`src/rtl/shift_sequencer.sv`:
```
// Multicycle sequencer in front of the combinational shift unit. It splits shift amounts
// of 0-255 into passes of at most MAX_STEP bits and returns the result over a valid/ready handshake.
module shift_sequencer #(
  parameter int unsigned MAX_STEP = 31
) (
  input  logic        clk,
  input  logic        reset,
  input  logic        req_valid,
  output logic        req_ready,
  input  logic [31:0] req_operand,
  input  logic [31:0] req_amount,
  input  logic [3:0]  req_cmd,
  output logic [31:0] sh_in,
  output logic [31:0] sh_amt,
  output logic [3:0]  sh_cmd,
  input  logic [31:0] sh_out,
  output logic        res_valid,
  input  logic        res_ready,
  output logic [31:0] res_data,
  output logic        res_zero,
  output logic        res_neg,
  output logic        busy
);

  localparam logic [8:0] MaxStep = 9'(MAX_STEP);

  typedef enum logic [1:0] {StIdle, StPass, StDone} state_e;

  state_e      state_q, state_d;
  logic [31:0] work_q, work_d;
  logic [3:0]  cmd_q, cmd_d;
  logic [8:0]  remaining_q, remaining_d;

  logic [8:0]  step;
  logic [8:0]  remaining_next;
  logic [8:0]  eff_amt;
  logic [3:0]  eff_cmd;

  // Only the low byte of the amount is architecturally meaningful.
  logic unused_amount;
  assign unused_amount = ^req_amount[31:8];

  // Rotates wrap at 32; unknown commands become a zero-length LSL.
  always_comb begin
    eff_amt = 9'd0;
    eff_cmd = 4'd0;
    case (req_cmd)
      4'd0, 4'd1, 4'd2: begin
        eff_amt = {1'b0, req_amount[7:0]};
        eff_cmd = req_cmd;
      end
      4'd3: begin
        eff_amt = {4'b0000, req_amount[4:0]};
        eff_cmd = req_cmd;
      end
      default: ;
    endcase
  end

  assign step           = (remaining_q > MaxStep) ? MaxStep : remaining_q;
  assign remaining_next = remaining_q - step;

  always_ff @(posedge clk) begin
    if (!reset) begin
      state_q     <= StIdle;
      work_q      <= '0;
      cmd_q       <= '0;
      remaining_q <= '0;
    end else begin
      state_q     <= state_d;
      work_q      <= work_d;
      cmd_q       <= cmd_d;
      remaining_q <= remaining_d;
    end
  end

  always_comb begin
    state_d     = state_q;
    work_d      = work_q;
    cmd_d       = cmd_q;
    remaining_d = remaining_q;
    case (state_q)
      StIdle: begin
        if (req_valid) begin
          work_d      = req_operand;
          cmd_d       = eff_cmd;
          remaining_d = eff_amt;
          state_d     = StPass;
        end
      end
      StPass: begin
        work_d      = sh_out;
        remaining_d = remaining_next;
        if (remaining_next == 9'd0) begin
          state_d = StDone;
        end
      end
      StDone: begin
        if (res_ready) begin
          state_d = StIdle;
        end
      end
      default: state_d = StIdle;
    endcase
  end

  always_comb begin
    req_ready = 1'b0;
    busy      = 1'b0;
    res_valid = 1'b0;
    sh_amt    = 32'd0;
    sh_cmd    = 4'd0;
    case (state_q)
      StIdle: req_ready = 1'b1;
      StPass: begin
        busy   = 1'b1;
        // MAX_STEP never exceeds 31, so the step always fits in five bits.
        sh_amt = {27'd0, step[4:0]};
        sh_cmd = cmd_q;
      end
      StDone: begin
        busy      = 1'b1;
        res_valid = 1'b1;
      end
      default: ;
    endcase
  end

  assign sh_in    = work_q;
  assign res_data = work_q;
  assign res_zero = (work_q == 32'd0);
  assign res_neg  = work_q[31];

endmodule

```
`config.mk`:
```
export PLATFORM = sky130hd
export DESIGN_NAME = shift_sequencer
export DESIGN_NICKNAME = d
export VERILOG_FILES = /design/src/rtl/shift_sequencer.sv
export SDC_FILE = /design/constraint.sdc
export NUM_CORES = 1
export LEC_CHECK = 0
export ABC_AREA = 1
export CORE_ASPECT_RATIO = 0.7
export CORE_MARGIN = 2
export CORE_UTILIZATION = 35
export CTS_CLUSTER_DIAMETER = 30
export DETAILED_ROUTE_END_ITERATION = 8
export PLACE_DENSITY = 0.91
export SYNTH_ARGS = -nofsm -noshare
export SYNTH_HDL_FRONTEND = slang
export SYNTH_SLANG_ARGS = --single-unit
```
`constraint.sdc`:
```
create_clock -name clk -period 2.3 [get_ports clk]
set_input_delay 0.575 -clock clk [delete_from_list [all_inputs] [get_ports clk]]
set_output_delay 0.575 -clock clk [all_outputs]
set_load 0.01 [all_outputs]
```
==> results of run 1 <==
area by class of cell:
class	instances	share of cell area
repair buffers	179	0.387
multi-input cells	279	0.318
clock buffers	8	0.0342
well taps	101	0.0276
inverters	32	0.0268
flip-flops and latches	47	0.206
repair_timing:
action                     CTS  global route
setup endpoints to repair   10             9
pin swaps                    0             1
gates resized for setup      6            10
setup buffers                2             8
how the worst max path moves through the flow:
stage / end / slack [ns]
after global routing: sh_amt[3] / -0.001
after global placement: res_zero / -0.06
after floorplan: state_q[0]$_SDFFE_PN0P_ / 0.55
after detailed placement: res_zero / 0.02
after CTS: sh_amt[0] / 0.02
final: sh_amt[2] / 0.11
cells by family after synthesis:
logic type | Yosys count | synth area share
flops | 47 | 0.320
xor+xnor | 1 | 0.00298
compound gates | 102 | 0.199
buf+inv | 114 | 0.231
other cells | 1 | 0.00128
simple gates | 145 | 0.228
fa+ha+maj | 4 | 0.0170
power by group:
| group | internal, uW | switching, uW | total, uW |
|---|---|---|---|
| clock | 463 | 297 | 760 |
| combinational | 1890 | 1960 | 3850 |
| sequential | 1120 | 360 | 1480 |
| total | 3480 | 2620 | 6090 |
sequential cells by signal (all words and copies together) (netlist names):
register and count:
cmd_q 4, remaining_q 9, res_data 32, state_q 2
per-stage QoR:
step	setup TNS, ns	power [uW]	hold slack [ns]	worst slack [ns]	std cells
final	0	6090	0.452	0.115	646
after global placement	-0.0557	4970	0.423	-0.0557	628
after detailed placement	0	5100	0.440	0.0164	628
after CTS	0	5960	0.450	0.0170	638
after global routing	-0.000985	6580	0.474	-0.000985	646
after floorplan	0	3750	0.415	0.549	440
routing by layer:
layer | vias up | GRT usage | routed length [um]
met5 | - | 0 | 0
met4 | 0 | 0.0305 | 87
met3 | 10 | 0.0347 | 521
met2 | 113 | 0.365 | 4600
met1 | 1455 | 0.245 | 4070
li1 | 1563 | - | -
layout by cell type (no fill, tap or decap), types with 4 or more instances in the layout:
master / netlist / layout
nand3_1: 9 / 9
inv_1: 26 / 25
clkbuf_16: 0 / 5
nand2_2: 5 / 5
a31oi_1: 39 / 39
nor4_1: 8 / 5
buf_4: 61 / 19
inv_2: 5 / 6
nand3_2: 5 / 5
dfxtp_1: 47 / 46
a21oi_1: 7 / 7
nand2_1: 100 / 100
o21ai_1: 1 / 4
nor2_1: 7 / 7
o21ai_0: 47 / 44
clkdlybuf4s50_1: 0 / 153
conb_1: 1 / 27
critical path, cell delays in order, from the launching register on:
cell             delay [ns]
dfxtp_1                0.35
nor2_2                 0.17
nand2_4                0.13
o21ai_0                0.16
inv_1                  0.05
clkdlybuf4s50_1        0.47
==> impl_metrics.ini, run 1 <==
[hold_path]
hold_depth = 2
min-delay-start = cmd_q[2]$_SDFFE_PN0P_
min_to = cmd_q[2]$_SDFFE_PN0P_
hold_class = flip-flop to flip-flop

[setup_path]
worstRegToRegCells = 14
r2r_end = state_q[0]$_SDFFE_PN0P_
reg2reg_slack_ns = 0.22
r2r-start = remaining_q[5]$_SDFFE_PN0P_
start_kind = flip-flop
cp.arrival_ns = 1.61
cp-end-kind = output port
crit_path_start = remaining_q[5]$_SDFFE_PN0P_
crit_type = flip-flop to output port
critical_path.max_fanout = 13
crit_required_ns = 1.73

[clock_network]
clock_sinks = 47
cts_buffer_depth = 2
cts_tree = built
htree_levels = 2
clock_latency_ns = 0.28
numCtsBuffers = 5
cts_hold_buf = 0
root_buffer = clkbuf_16
clk_pin_slew_ns = 0.07

[cells_and_area]
utilization = 0.571
area_growth_pct = 55.8
seq_area_sq_um = 942
nNetsFinal = 652
final_area_sq_um = 4570
multiInputGateArea_sq_um = 1460
diodes = 0
layout-drive-gt1-share = 0.114
fillers = 766

[yosys]
yosysUniqueCellTypes = 33
ys_seq_elements = 47
yosysSeqAreaShare = 0.320
yosys.area.top_type_share = 0.320
synth-edff-count = 0
synthTopCellsByArea = dfxtp_1 32%, buf_4 16%, nand2_1 13%, a31oi_1 8.3%, o21ai_0 8.0%
async_reset_ff_frac = 0
synth_top_area_cell = dfxtp_1
avgSynthCellArea_sq_um = 7.09
syn_area_sq_um = 2940
synth_warnings = 0
yosysMostFrequentCell = nand2_1
synthTopCellsByCount = 100 x nand2_1, 61 x buf_4, 47 x dfxtp_1, 47 x o21ai_0, 39 x a31oi_1
ys.flop_type = dfxtp_1
netlist_instances = 414

[grt]
grt_max_degree = 80
grt_pass1_wl_um = 14600
grt_overflow = 0
grt_pass1_vias = 3048
groute.usage.overall = 0.197
grt_antenna_before_repair = 0

[floorplanning]
core_region_area_sq_um = 8010
die_h_um = 80.6
die_area_sq_um = 9150
die_x_um = 113
pin_count = 209
start_util = 0.367
row_count = 27

[flow_run]
max-cap-violations = 0

[drt]
drtIter0Drc = 185
first_pass_iters = 4
viasPerCell = 4.86
num_vias = 3141
remaining_drc_errors = 0
postRouteAntennaNets = 0
totalWireLength_um = 9280
routedWlPerCell_um = 14.4

[place]
place_area_sq_um = 4290
dp_hpwl_um = 7080
port_buffers = 157
place_congestion = 0.860

[timing]
drv_slew = 0
fin_crit_sh = 0.950
period_needed_ns = 2.19
finalHoldViolCount = 0
fin_skew_ns = 0.00595
max_freq_mhz = 458
setup_viol = 0

[pwr]
p_leak_uw = 0.00195
peakVddDrop_mv = 0.542
power.density_nw_per_um2 = 1330

[run_status]
outcome = completed
(Power assumes the default switching activity.)
==> run 2: changes to the inputs <==
- clock period: 2.3 -> 2.15 ns (I/O delays scaled with it)
==> run 2 against run 1 <==
Against the previous run:
- first-iteration DRC count shrank 3.8%
- global-route usage down 0.84 points
- clock skew is 0.0026 ns lower
- design area down 1.2%
- critical path depth unchanged
- wire length is 3.4% lower
- flip-flop and latch count unchanged
- count of clock-buffer cells in the layout is 1 lower
- register-to-register slack is essentially flat
- sequential share of layout area rose by 0.28 points
- critical endpoint is now sh_amt[3]
- largest cell class unchanged
==> impl_metrics.ini, run 2 (same netlist as run 1, synthesis figures left out) <==
[timing]
max_freq_mhz = 499
holdWs_ns = 0.437
period_needed_ns = 2.00
rsz0062_at_grt = false
setup_viol = 0
tns_ns = 0
fin_crit_sh = 0.932
drv_slew = 0
fin_skew_ns = 0.00340
finalHoldViolCount = 0
finalWorstSetupSlack_ns = 0.147

[hold_path]
min-delay-start = cmd_q[3]$_SDFFE_PN0P_
hold_class = flip-flop to flip-flop

[clock_network]
cts_setup_buffers = 0
htree_levels = 2
clock_sinks = 47
root_buffer = clkbuf_16
cts_tree = built
clock_latency_ns = 0.28
numCtsBuffers = 5
cts_buffer_depth = 2
clk_pin_slew_ns = 0.06

[floorplanning]
pin_count = 209
core_region_area_sq_um = 8010
row_count = 27
die_area_sq_um = 9150
start_util = 0.367
die_x_um = 113
die_h_um = 80.6

[pwr]
switchingPower_uw = 2740
power.density_nw_per_um2 = 1400
peakVddDrop_mv = 0.569
seqPwrFrac = 0.243
sw_frac_of_total = 0.435
p_clk_frac = 0.117
power.internal_uw = 3570
p_leak_uw = 0.00192
combPwrFrac = 0.640

[setup_path]
critical_path.max_fanout = 15
reg2reg_slack_ns = 0.21
cp.arrival_ns = 1.47
critPathCapture = sh_amt[3]
worstRegToRegCells = 13
r2r_end = state_q[0]$_SDFFE_PN0P_
r2r-start = remaining_q[5]$_SDFFE_PN0P_
start_kind = flip-flop
crit_required_ns = 1.61
crit_path_start = remaining_q[5]$_SDFFE_PN0P_
crit_type = flip-flop to output port
cp-end-kind = output port

[grt]
grt_max_degree = 50
grt_antenna_before_repair = 0
grt_overflow = 0
groute.usage.overall = 0.189
grt_pass1_vias = 2886
grt_pass1_wl_um = 13800

[drt]
totalWireLength_um = 8970
drtIter0Drc = 178
remaining_drc_errors = 0
postRouteAntennaNets = 0
first_pass_iters = 4
viasPerCell = 4.84
num_vias = 3116
routedWlPerCell_um = 13.9

[place]
port_buffers = 157
place_area_sq_um = 4350
dp_slack_ns = 0.0407
dp_hpwl_um = 7040
place_congestion = 0.836

[cells_and_area]
layout-drive-gt1-share = 0.112
layout_common_cells = 146 x clkdlybuf4s50_1, 100 x nand2_1, 47 x o21ai_0
nNetsFinal = 650
fillers = 722
utilization = 0.564
layout_commonest_cell = clkdlybuf4s50_1
largest_register_ffs = 32
final_area_sq_um = 4520
diodes = 0
area_growth_pct = 53.9

[run_status]
outcome = completed

[flow_run]
max-cap-violations = 0
==> run 2: changes by cell type in the layout (fill, tap and decap cells not counted), sizes merged <==
cell	before	now
clkdlybuf4s50	153	146
buf	22	20
dlygate4sd2	1	9
clkinv	0	1
dlymetal6s2s	3	1
==> run 2: repair_timing <==
action / CTS / global route
hold buffers: 0 / 0
gates cloned: 0 / 0
endpoints found under the setup margin: 10 / 3
gates resized for setup: 18 / 5
==> run 2: layer usage <==
metal | wire (um) | GRT usage | up-vias
li1 | - | - | 1556
met5 | 0 | 0 | -
met4 | 32 | 0.0293 | 0
met3 | 574 | 0.0415 | 4
met1 | 3870 | 0.234 | 1437
met2 | 4490 | 0.343 | 119
==> run 2: critical path, stage by stage (launching register included) <==
cell and delay, ns:
dfxtp_1 0.35, nor2_2 0.16, nand2_4 0.15, o21ai_0 0.19, inv_1 0.05, dlygate4sd2_1 0.28
==> run 2: worst min path at each step <==
stage,end,slack [ns],cells after the start
2_1_floorplan,cmd_q[2]$_SDFFE_PN0P_,0.42,2
3_3_place_gp,cmd_q[2]$_SDFFE_PN0P_,0.42,2
3_5_place_dp,cmd_q[3]$_SDFFE_PN0P_,0.43,2
4_1_cts,cmd_q[3]$_SDFFE_PN0P_,0.44,2
5_1_grt,cmd_q[2]$_SDFFE_PN0P_,0.46,2
6_report,cmd_q[3]$_SDFFE_PN0P_,0.44,2
==> run 2: through the flow <==
step	cells	total power (uW)
after detailed placement	636	5540
after CTS	644	6340
final	644	6310
after global routing	644	6810
after floorplan	440	4020
after global placement	636	5420
==> run 2: final cells by class <==
class,instances,area (sq um),area share
timing repair buffer,177,1750,0.386
multi-input combinational,279,1440,0.319
sequential,47,943,0.209
clock buffer,7,133,0.0294
tap,101,126,0.0280
inverter,32,123,0.0271
clock inverter,1,5.00,0.00111
==> run 2: power by group through the flow <==
stage                     clock network, uW  logic [uW]  registers (uW)
after floorplan                           0        2430            1590
after global placement                    0        3910            1510
after detailed placement                  0        4010            1530
after CTS                               764        4040            1530
after global routing                    799        4420            1590
final                                   739        4040            1540
==> run 3: changes to the inputs <==
- HOLD_SLACK_MARGIN: unset -> 0.1
==> results of run 3 <==
Same layout as run 2: the final DEF is identical, and so are final timing and power.
